### config.mk
export PLATFORM = sky130hd
export DESIGN_NAME = router_addr_filter
export DESIGN_NICKNAME = d
export VERILOG_FILES = /design/src/rtl/router_addr_filter.sv
export SDC_FILE = /design/constraint.sdc
export NUM_CORES = 1
export LEC_CHECK = 0
export CAP_MARGIN = 10
export CORE_UTILIZATION = 50
export CTS_CLUSTER_DIAMETER = 50
export DETAILED_ROUTE_END_ITERATION = 7
export GPL_TIMING_DRIVEN = 0
export HOLD_SLACK_MARGIN = 0.02
export PLACE_DENSITY = 0.68
export SLEW_MARGIN = 25
export SYNTH_ARGS = -nofsm -noshare
export SYNTH_HDL_FRONTEND = slang
export SYNTH_SLANG_ARGS = --single-unit
### constraint.sdc
create_clock -name i_clk -period 5.5 [get_ports i_clk]
set_input_delay 0.55 -clock i_clk [delete_from_list [all_inputs] [get_ports i_clk]]
set_output_delay 0.55 -clock i_clk [all_outputs]
set_load 0.01 [all_outputs]
### src/rtl/router_addr_filter.sv
`default_nettype none
// ============================================================================
// router_addr_filter : multicasts address-windowed stream beats into per-lane
//                      FIFOs, then drains all lanes in lock-step on pop.
// Revision: 1.0
// ============================================================================
module router_addr_filter #(
  parameter int COUNT      = 4,
  parameter int ADDR_WIDTH = 8,
  parameter int DATA_WIDTH = 8,
  parameter int DEPTH      = 8
) (
  input  logic                        i_clk,
  input  logic                        i_nrst,
  input  logic                        i_reg_clear,
  input  logic [COUNT-1:0]            i_id,
  input  logic [ADDR_WIDTH-1:0]       i_start_addr,
  input  logic [ADDR_WIDTH-1:0]       i_end_addr,
  input  logic                        i_addr_write_en,
  input  logic                        i_route_en,
  input  logic                        i_data_valid,
  input  logic [ADDR_WIDTH-1:0]       i_data_addr,
  input  logic [DATA_WIDTH-1:0]       i_data,
  input  logic                        i_data_last,
  output logic                        o_data_ready,
  input  logic                        i_pop_en,
  output logic [COUNT*DATA_WIDTH-1:0] o_data,
  output logic [COUNT-1:0]            o_data_valid,
  output logic                        o_fifo_pop_ready,
  output logic                        o_fifo_empty
);

  localparam int PTR_W = $clog2(DEPTH);
  localparam int CNT_W = $clog2(DEPTH + 1);

  typedef enum logic [1:0] {
    IDLE  = 2'd0,
    FILL  = 2'd1,
    READY = 2'd2,
    DRAIN = 2'd3
  } state_t;

  state_t state, state_nx;

  logic [COUNT-1:0] match, full, nonempty, push, pop;
  logic             accept, pop_act, blocked;
  logic             pop_ready;

  assign blocked      = |(match & full);
  assign o_data_ready = (state == FILL) && i_route_en && !blocked;
  assign accept       = i_data_valid && o_data_ready;
  assign pop_act      = i_pop_en && ((state == READY) || (state == DRAIN));
  assign o_fifo_empty = ~|nonempty;

  for (genvar k = 0; k < COUNT; k++) begin : g_lane
    localparam logic [COUNT-1:0] LANE_ID = COUNT'(k);

    logic [ADDR_WIDTH-1:0] win_start, win_end;
    logic [DATA_WIDTH-1:0] mem [DEPTH];
    logic [PTR_W-1:0]      wr_ptr, rd_ptr;
    logic [CNT_W-1:0]      cnt;
    logic [DATA_WIDTH-1:0] dout;
    logic                  dvalid;
    logic                  win_wr;

    // An out-of-range i_id matches no LANE_ID, so such writes fall away.
    assign win_wr      = (state == IDLE) && i_addr_write_en && (i_id == LANE_ID);
    assign match[k]    = (win_start < win_end) && (i_data_addr >= win_start) &&
                         (i_data_addr < win_end);
    assign full[k]     = (cnt == CNT_W'(DEPTH));
    assign nonempty[k] = (cnt != '0);
    assign push[k]     = accept && match[k];
    assign pop[k]      = pop_act && nonempty[k];

    always_ff @(posedge i_clk or negedge i_nrst) begin
      if (!i_nrst) begin
        win_start <= '0;
        win_end   <= '0;
      end else if (i_reg_clear) begin
        win_start <= '0;
        win_end   <= '0;
      end else if (win_wr) begin
        win_start <= i_start_addr;
        win_end   <= i_end_addr;
      end
    end

    always_ff @(posedge i_clk) begin
      if (push[k]) mem[wr_ptr] <= i_data;
    end

    // Push and pop live in disjoint states, so the count only moves one way.
    always_ff @(posedge i_clk or negedge i_nrst) begin
      if (!i_nrst) begin
        wr_ptr <= '0;
        rd_ptr <= '0;
        cnt    <= '0;
        dout   <= '0;
        dvalid <= 1'b0;
      end else if (i_reg_clear) begin
        wr_ptr <= '0;
        rd_ptr <= '0;
        cnt    <= '0;
        dout   <= '0;
        dvalid <= 1'b0;
      end else begin
        dvalid <= pop[k];
        if (push[k]) begin
          wr_ptr <= wr_ptr + PTR_W'(1);
          cnt    <= cnt + CNT_W'(1);
        end else if (pop[k]) begin
          dout   <= mem[rd_ptr];
          rd_ptr <= rd_ptr + PTR_W'(1);
          cnt    <= cnt - CNT_W'(1);
        end
      end
    end

    assign o_data[k*DATA_WIDTH +: DATA_WIDTH] = dout;
    assign o_data_valid[k]                    = dvalid;
  end

  always_ff @(posedge i_clk or negedge i_nrst) begin
    if (!i_nrst) begin
      state     <= IDLE;
      pop_ready <= 1'b0;
    end else if (i_reg_clear) begin
      state     <= IDLE;
      pop_ready <= 1'b0;
    end else begin
      state     <= state_nx;
      pop_ready <= (state_nx == READY) || (state_nx == DRAIN);
    end
  end

  assign o_fifo_pop_ready = pop_ready;

  always_comb begin
    state_nx = state;
    case (state)
      IDLE:    if (i_route_en) state_nx = FILL;
      FILL:    if (accept && i_data_last) state_nx = READY;
      READY:   if (i_pop_en) state_nx = DRAIN;
      DRAIN:   if (!(|nonempty) && !(|pop)) state_nx = IDLE;
      default: state_nx = IDLE;
    endcase
  end

endmodule
`default_nettype wire

==> flow_metrics.env <==
export IMPL_outcome="completed"
export IMPL_clock_power_share_pct=43.7
export IMPL_rows=70
export IMPL_reg2regPathDepth=16
export IMPL_die_h_microns=196
export IMPL_dr_pass1_iters=5
export IMPL_syn_num_nets=1530
export IMPL_htreeDepth=2
export IMPL_synth_area_sq_um=18800
export IMPL_drt_iter0_drc=924
export IMPL_drv_slew=0
export IMPL_synth_seq_area_share_pct=60.0
export IMPL_drive_above_1_share_pct=14.3
export IMPL_dieArea_sq_um=38300
export IMPL_cp_arrival_ps=4400
export IMPL_critical_path_cell_chain="clkdlybuf4s50_1 -> inv_1 -> ha_1 -> nand2b_1 -> a2111oi_0 -> nor4_1 -> o21a_1 -> and3b_1 -> clkbuf_1 -> nor4_1 -> clkdlybuf4s50_1"
export IMPL_ios=83
export IMPL_root_buffer="clkbuf_16"
export IMPL_yosysWarnings=0
export IMPL_vias_per_cell=5.86
export IMPL_syn_to_final_growth_pct=15.7
export IMPL_start_kind="primary input"
export IMPL_whs_ps=522
export IMPL_hold_depth=2
export IMPL_ys_ff_latch=399
export IMPL_reg2reg_slack_ps=1310
export IMPL_seq_power_share_pct=51.2
export IMPL_r2r_start="g_lane[1].win_start[2]"
export IMPL_fin_nets=1669
export IMPL_switching_share_pct=22.2
export IMPL_worstSkewPairLatency_ps=550
export IMPL_grt_antenna_before_repair=1
export IMPL_synthFlopType="edfxtp_1"
export IMPL_clock_sinks=399
export IMPL_fin_crit_sh_pct=90.0
export IMPL_path_buf_inv=4
export IMPL_pwr_share_comb_pct=5.1
export IMPL_clk_pin_slew_ps=60
export IMPL_layout_common_cells="edfxtp_1 (256), dfrtp_1 (143), nand2_1 (121)"
export IMPL_grt_remaining_overflow=0
export IMPL_cp_max_fo=10
export IMPL_ir_worst_vdd_mv=0.234
export IMPL_synth_edf_count=256
export IMPL_die_w_microns=196
export IMPL_synth_cells=1378
export IMPL_crit_slowest_cell="clkdlybuf4s50_1"
export IMPL_critPathKind="primary input to output pin"
export IMPL_numPortBuffers=81
export IMPL_end_kind="output pin"
export IMPL_hold_path_class="flop to flop"
export IMPL_rsz0062_at_grt="false"
export IMPL_cp_data_required_time_ps=4950
export IMPL_max_cap_violations=0
export IMPL_p_sw_mw=1.40
export IMPL_num_vias=11831
export IMPL_async_flop_share_pct=35.8
export IMPL_cp_startpoint="i_data_addr[0]"
export IMPL_coreArea_sq_um=36800
export IMPL_grt_pass1_vias=12096
export IMPL_clockBufferDepth=3
export IMPL_cts_made_buffers=43
export IMPL_min_to="g_lane[0].win_end[7]"
export IMPL_p_int_mw=4.89
export IMPL_gp_congestion=0.870
export IMPL_fin_skew_ps=11.2
export IMPL_cts_setup_buffers=0
export IMPL_p_leak_nw=7.85
export IMPL_ant_nets=0
export IMPL_setup_viol=0
export IMPL_r2r_end="g_lane[2].cnt[3]"
export IMPL_grt_usage_pct=24.2
export IMPL_power_density_nw_per_um2=289
export IMPL_synth_cell_types=71
export IMPL_fmax_mhz=202
export IMPL_crit_family="buffers and inverters"
export IMPL_grt_max_degree=76
export IMPL_worst_pin_slew_ps=928
export IMPL_final_util_pct=59.0
export IMPL_max_stage_delay_ps=640
export IMPL_worstHoldStart="g_lane[0].win_end[7]"
export IMPL_wirelength_mm=45.3
export IMPL_initial_core_util_pct=51.0
export IMPL_dp_final_hpwl_mm=30.8
export IMPL_hold_viol_final=0
export IMPL_drc_errors=0
export IMPL_cts_tree="yes"
export IMPL_fin_crit_ps=4950
export IMPL_grt_first_pass_wirelength_mm=70.0
export IMPL_avgRoutedWirePerCell_microns=22.4
export IMPL_setup_tns_ps=0
export IMPL_synth_area_per_cell_sq_um=13.6
export IMPL_final_common_cell="edfxtp_1"
export IMPL_relSlewSlack_pct=38.1
## cell families after synthesis
logic type,count (synthesis),synth area share [%]
buf+inv,150,3.26
fa+ha+maj,108,7.36
xor+xnor,12,0.560
simple gates,378,10.1
compound gates,203,7.52
mux,128,11.2
flops,399,60.0
## sequential cells by signal (all words and copies together), names as in the netlist
signal,cells
g_lane.dvalid,4
g_lane.wr_ptr,12
g_lane.rd_ptr,12
g_lane.dout,32
g_lane.win_start,32
g_lane.cnt,16
o_fifo_pop_ready,1
g_lane.mem,256
g_lane.win_end,32
state,2
## routing by layer
metal	vias up	global-route usage, %	wire length (microns)	part of all wire [%]
met5	-	0	0	0
met4	0	6.89	1030	2.3
met3	63	3.85	2520	5.6
met2	322	39.6	21600	48
met1	5979	33.7	20100	44
li1	5467	-	-	-
## worst min-delay path: cells and delay by family (launching register included)
kind            cells  cell delay (ps)
flops               1              370
compound gates      1               50
simple gates        1               60
## final cells by class
cell class,count,area [sq um]
antenna,1,2.50
buffer,73,323
clock buffer,60,1230
clock inverter,19,128
fill,2872,15100
inverter,77,289
multi-input combinational,829,7010
sequential,399,11300
tap,468,586
timing repair buffer,94,886
## power by group through the flow
stage	Clock [mW]	Sequential, mW	Combinational (mW)
final	2.75	3.22	0.318
after global routing	2.89	3.22	0.348
after CTS	2.80	3.22	0.318
after detailed placement	0	3.28	0.316
after global placement	0	3.28	0.305
after floorplan	0	3.28	0.139
## synth_stat cells (all sizes together) (8+ instances only)
cell type | number | area share (%)
nand2 | 121 | 2.4
clkbuf | 40 | 0.80
a21o | 11 | 0.44
a21oi | 73 | 1.9
nor2 | 107 | 2.1
o21ai | 17 | 0.45
nor3b | 13 | 0.55
inv | 77 | 1.5
xor2 | 8 | 0.37
nand3 | 16 | 0.52
nand4 | 28 | 0.97
edfxtp | 256 | 41
a31oi | 10 | 0.61
a211oi | 44 | 1.8
nor2b | 15 | 0.50
nor3 | 18 | 0.48
o31ai | 15 | 0.60
dfrtp | 143 | 19
buf | 33 | 0.92
mux2i | 51 | 2.7
nand2b | 15 | 0.50
ha | 104 | 6.9
mux2 | 13 | 0.78
mux4 | 64 | 7.7
nor4 | 10 | 0.41
## what timing repair did
item,in CTS,in global routing
hold buffers,1,0
endpoints found under the hold margin,68,0
resized for setup,0,0
## per-stage QoR
stage	std cells	worst slack, ps	area (sq um)	power, mW
after global routing	2019	436	21700	6.46
after CTS	2019	574	21700	6.33
after detailed placement	1939	577	20300	3.59
after floorplan	1378	1940	18800	3.42
after global placement	1927	-2390	20200	3.59
final	2020	549	21700	6.28
## how the worst max path moves through the flow
stage	end	slack, ps	cells after the start
floorplan	g_lane[3].mem[3][0]	1940	9
global placement	g_lane[1].dout[3]	-2390	1
detailed placement	g_lane[3].cnt[3]	580	12
CTS	o_data_ready	570	11
global route	o_data_ready	440	11
finish	o_data_ready	550	11
No activity file was read; power rests on OpenSTA's default activity.
==> RTL change: new RTL, same flow settings <==
The parameter `DATA_WIDTH` goes from 8 to 10.
--- a/src/rtl/router_addr_filter.sv
+++ b/src/rtl/router_addr_filter.sv
@@ -8,5 +8,5 @@
   parameter int COUNT      = 4,
   parameter int ADDR_WIDTH = 8,
-  parameter int DATA_WIDTH = 8,
+  parameter int DATA_WIDTH = 10,
   parameter int DEPTH      = 8
 ) (
Interface: changed (resized i_data and o_data); port bits go from 83 to 93. No check against the original RTL was run, so the function may have changed too.
==> RTL change against the original RTL <==
  * Die area grew 13%
  * Worst setup slack lost 0.092 ns
  * Area after synthesis grew 14%
  * Combinational power shrank 8.2%
  * Fmax shrank 1.8%
  * Power grew 20%
  * Critical path depth shrank 1
  * Cell area grew 15%
  * Wire length grew 12%
  * Final cell count grew 10%
  * Sequential cell count grew 72
  * Largest power group unchanged
  * Highest routed layer is now met5
==> RTL change: results (changes against the original RTL) <==
INFO  metric run_status = finished clean
INFO  metric layout-drive-gt1-share = 0.159 (+0.0155)
INFO  metric reg2reg_from = g_lane[2].win_start[2]
INFO  metric synth_cell_types = 67 (-5.6%)
INFO  metric met1_use_gr = 0.330 (-0.00752)
INFO  metric synth_compound_gate_area_share = 0.0603 (-0.0149)
INFO  metric skew = 0.0149 ns (+0.00363 ns)
INFO  metric peakVddDrop = 0.000268 V (+15%)
INFO  metric worstReg2RegEnd = g_lane[3].cnt[3]
INFO  metric pin_count_of_the_biggest_net_entering_global_routing = 67 (-12%)
INFO  metric dp_worst_setup_slack = 0.227 ns (-0.350 ns)
INFO  metric routabilityCongestion = 0.863 (-0.80%)
INFO  metric mappedNetlistNets = 1618 (+5.8%)
INFO  metric wl_met1 = 21.6 mm (+7.5%)
INFO  metric synth_seq_area_share = 0.628 (+0.0281)
INFO  metric source_to_sink_clock_delay_at_the_later_pin_of_the_worst_skew_pair = 0.58 ns (+0.03 ns)
INFO  metric post_drt_wl_per_cell = 22.8 um (+1.5%)
INFO  metric grt_usage = 0.239 (-0.00281)
INFO  metric grt_first_pass_wirelength = 78.2 mm (+12%)
INFO  metric netlist_top_cells_area = sky130_fd_sc_hd__edfxtp_1, sky130_fd_sc_hd__dfrtp_1, sky130_fd_sc_hd__mux4_2
INFO  metric synth_mux_area_frac = 0.129 (+0.0169)
INFO  metric initial_antenna_violation_count = 3 (+2)
INFO  metric met2RoutedLength = 24.4 mm (+13%)
INFO  metric grt.met3_usage = 0.0391 (+0.000587)
INFO  metric post_synth_fa_ha_maj_area_fraction = 0.0648 (-0.00877)
INFO  metric total_leakage_power = 9.04 nW (+15%)
INFO  metric grt_use_met2 = 0.387 (-0.00880)
INFO  metric post_drt_via_cell_ratio = 5.87 (+0.21%)
INFO  metric number_of_cells_traversed_by_the_worst_register_to_register_path = 13 (-3)
INFO  metric first_global_vias = 13500 (+12%)
INFO  metric cts_setup_buffers = 0 (unchanged)
INFO  metric dpl.hpwl = 34.3 mm (+12%)
INFO  metric async_flop_share = 0.321 (-0.0378)
INFO  metric max_slew_margin = 0.311 (-0.0704)
INFO  metric buffer_ports.inserted = 92 (+14%)
INFO  metric drt_iter0_markers = 865 (-6.4%)
INFO  metric average_size_of_a_mapped_cell = 14.6 um^2 (+6.9%)
INFO  metric regToRegSetupSlack = 1.22 ns (-0.09 ns)
INFO  metric tritoncts.num_buffers = 51 (+19%)
INFO  metric leading_cell_types_by_count_after_synthesis = sky130_fd_sc_hd__edfxtp_1, sky130_fd_sc_hd__dfrtp_1, sky130_fd_sc_hd__nor2_1
INFO  metric maxUsedRoutingLayer = met5
INFO  metric vias = 13000 (+10%)
INFO  metric synth-xor-area-share = 0.00493 (-0.000667)
INFO  metric routed-wl-met3 = 3.17 mm (+26%)
INFO  metric critical_path_arrival = 4.49 ns (+0.09 ns)
INFO  metric minimum_hold_slack = 0.411 ns (-0.112 ns)
INFO  metric crit_start = i_data_addr[2]
INFO  metric antenna-diode-count = 0 (-1)
INFO  metric fmax = 198 MHz (-1.8%)
==> RTL change: changes by cell type in the layout (fill, tap and decap cells not counted), moves of 8 or more <==
cell / delta
sky130_fd_sc_hd__a21oi_1: -12
sky130_fd_sc_hd__buf_4: +11
sky130_fd_sc_hd__clkbuf_1: +20
sky130_fd_sc_hd__clkbuf_16: +9
sky130_fd_sc_hd__clkdlybuf4s50_1: +9
sky130_fd_sc_hd__dfrtp_1: +8
sky130_fd_sc_hd__edfxtp_1: +64
sky130_fd_sc_hd__mux2i_1: +25
sky130_fd_sc_hd__mux4_2: +16
sky130_fd_sc_hd__nand2_1: -51
sky130_fd_sc_hd__nand3_1: +8
sky130_fd_sc_hd__nor2_1: +22
==> RTL change: worst max-delay path, cell delays in order <==
cell,delay (ns)
sky130_fd_sc_hd__clkdlybuf4s50_1,0.82
sky130_fd_sc_hd__ha_1,0.34
sky130_fd_sc_hd__a211oi_1,0.19
sky130_fd_sc_hd__o21ai_0,0.13
sky130_fd_sc_hd__a2111oi_0,0.44
sky130_fd_sc_hd__o311a_1,0.38
sky130_fd_sc_hd__nand4_2,0.40
sky130_fd_sc_hd__clkbuf_1,0.40
sky130_fd_sc_hd__and4_1,0.35
sky130_fd_sc_hd__clkdlybuf4s50_1,0.49
==> RTL change: power by group <==
part	internal, mW	switching [mW]
Clock	2.03	1.41
Combinational	0.0881	0.204
Sequential	3.80	0.00584
==> RTL change: cell type report <==
| class | count | area (um^2) |
|---|---|---|
| flip-flops and latches | 471 | 13400 |
| inverters | 81 | 304 |
| clock inverters | 28 | 294 |
| well taps | 539 | 674 |
| multi-input cells | 837 | 7460 |
| repair buffers | 124 | 1130 |
| clock buffers | 67 | 1390 |
| plain buffers | 75 | 319 |
| fillers | 3206 | 17000 |
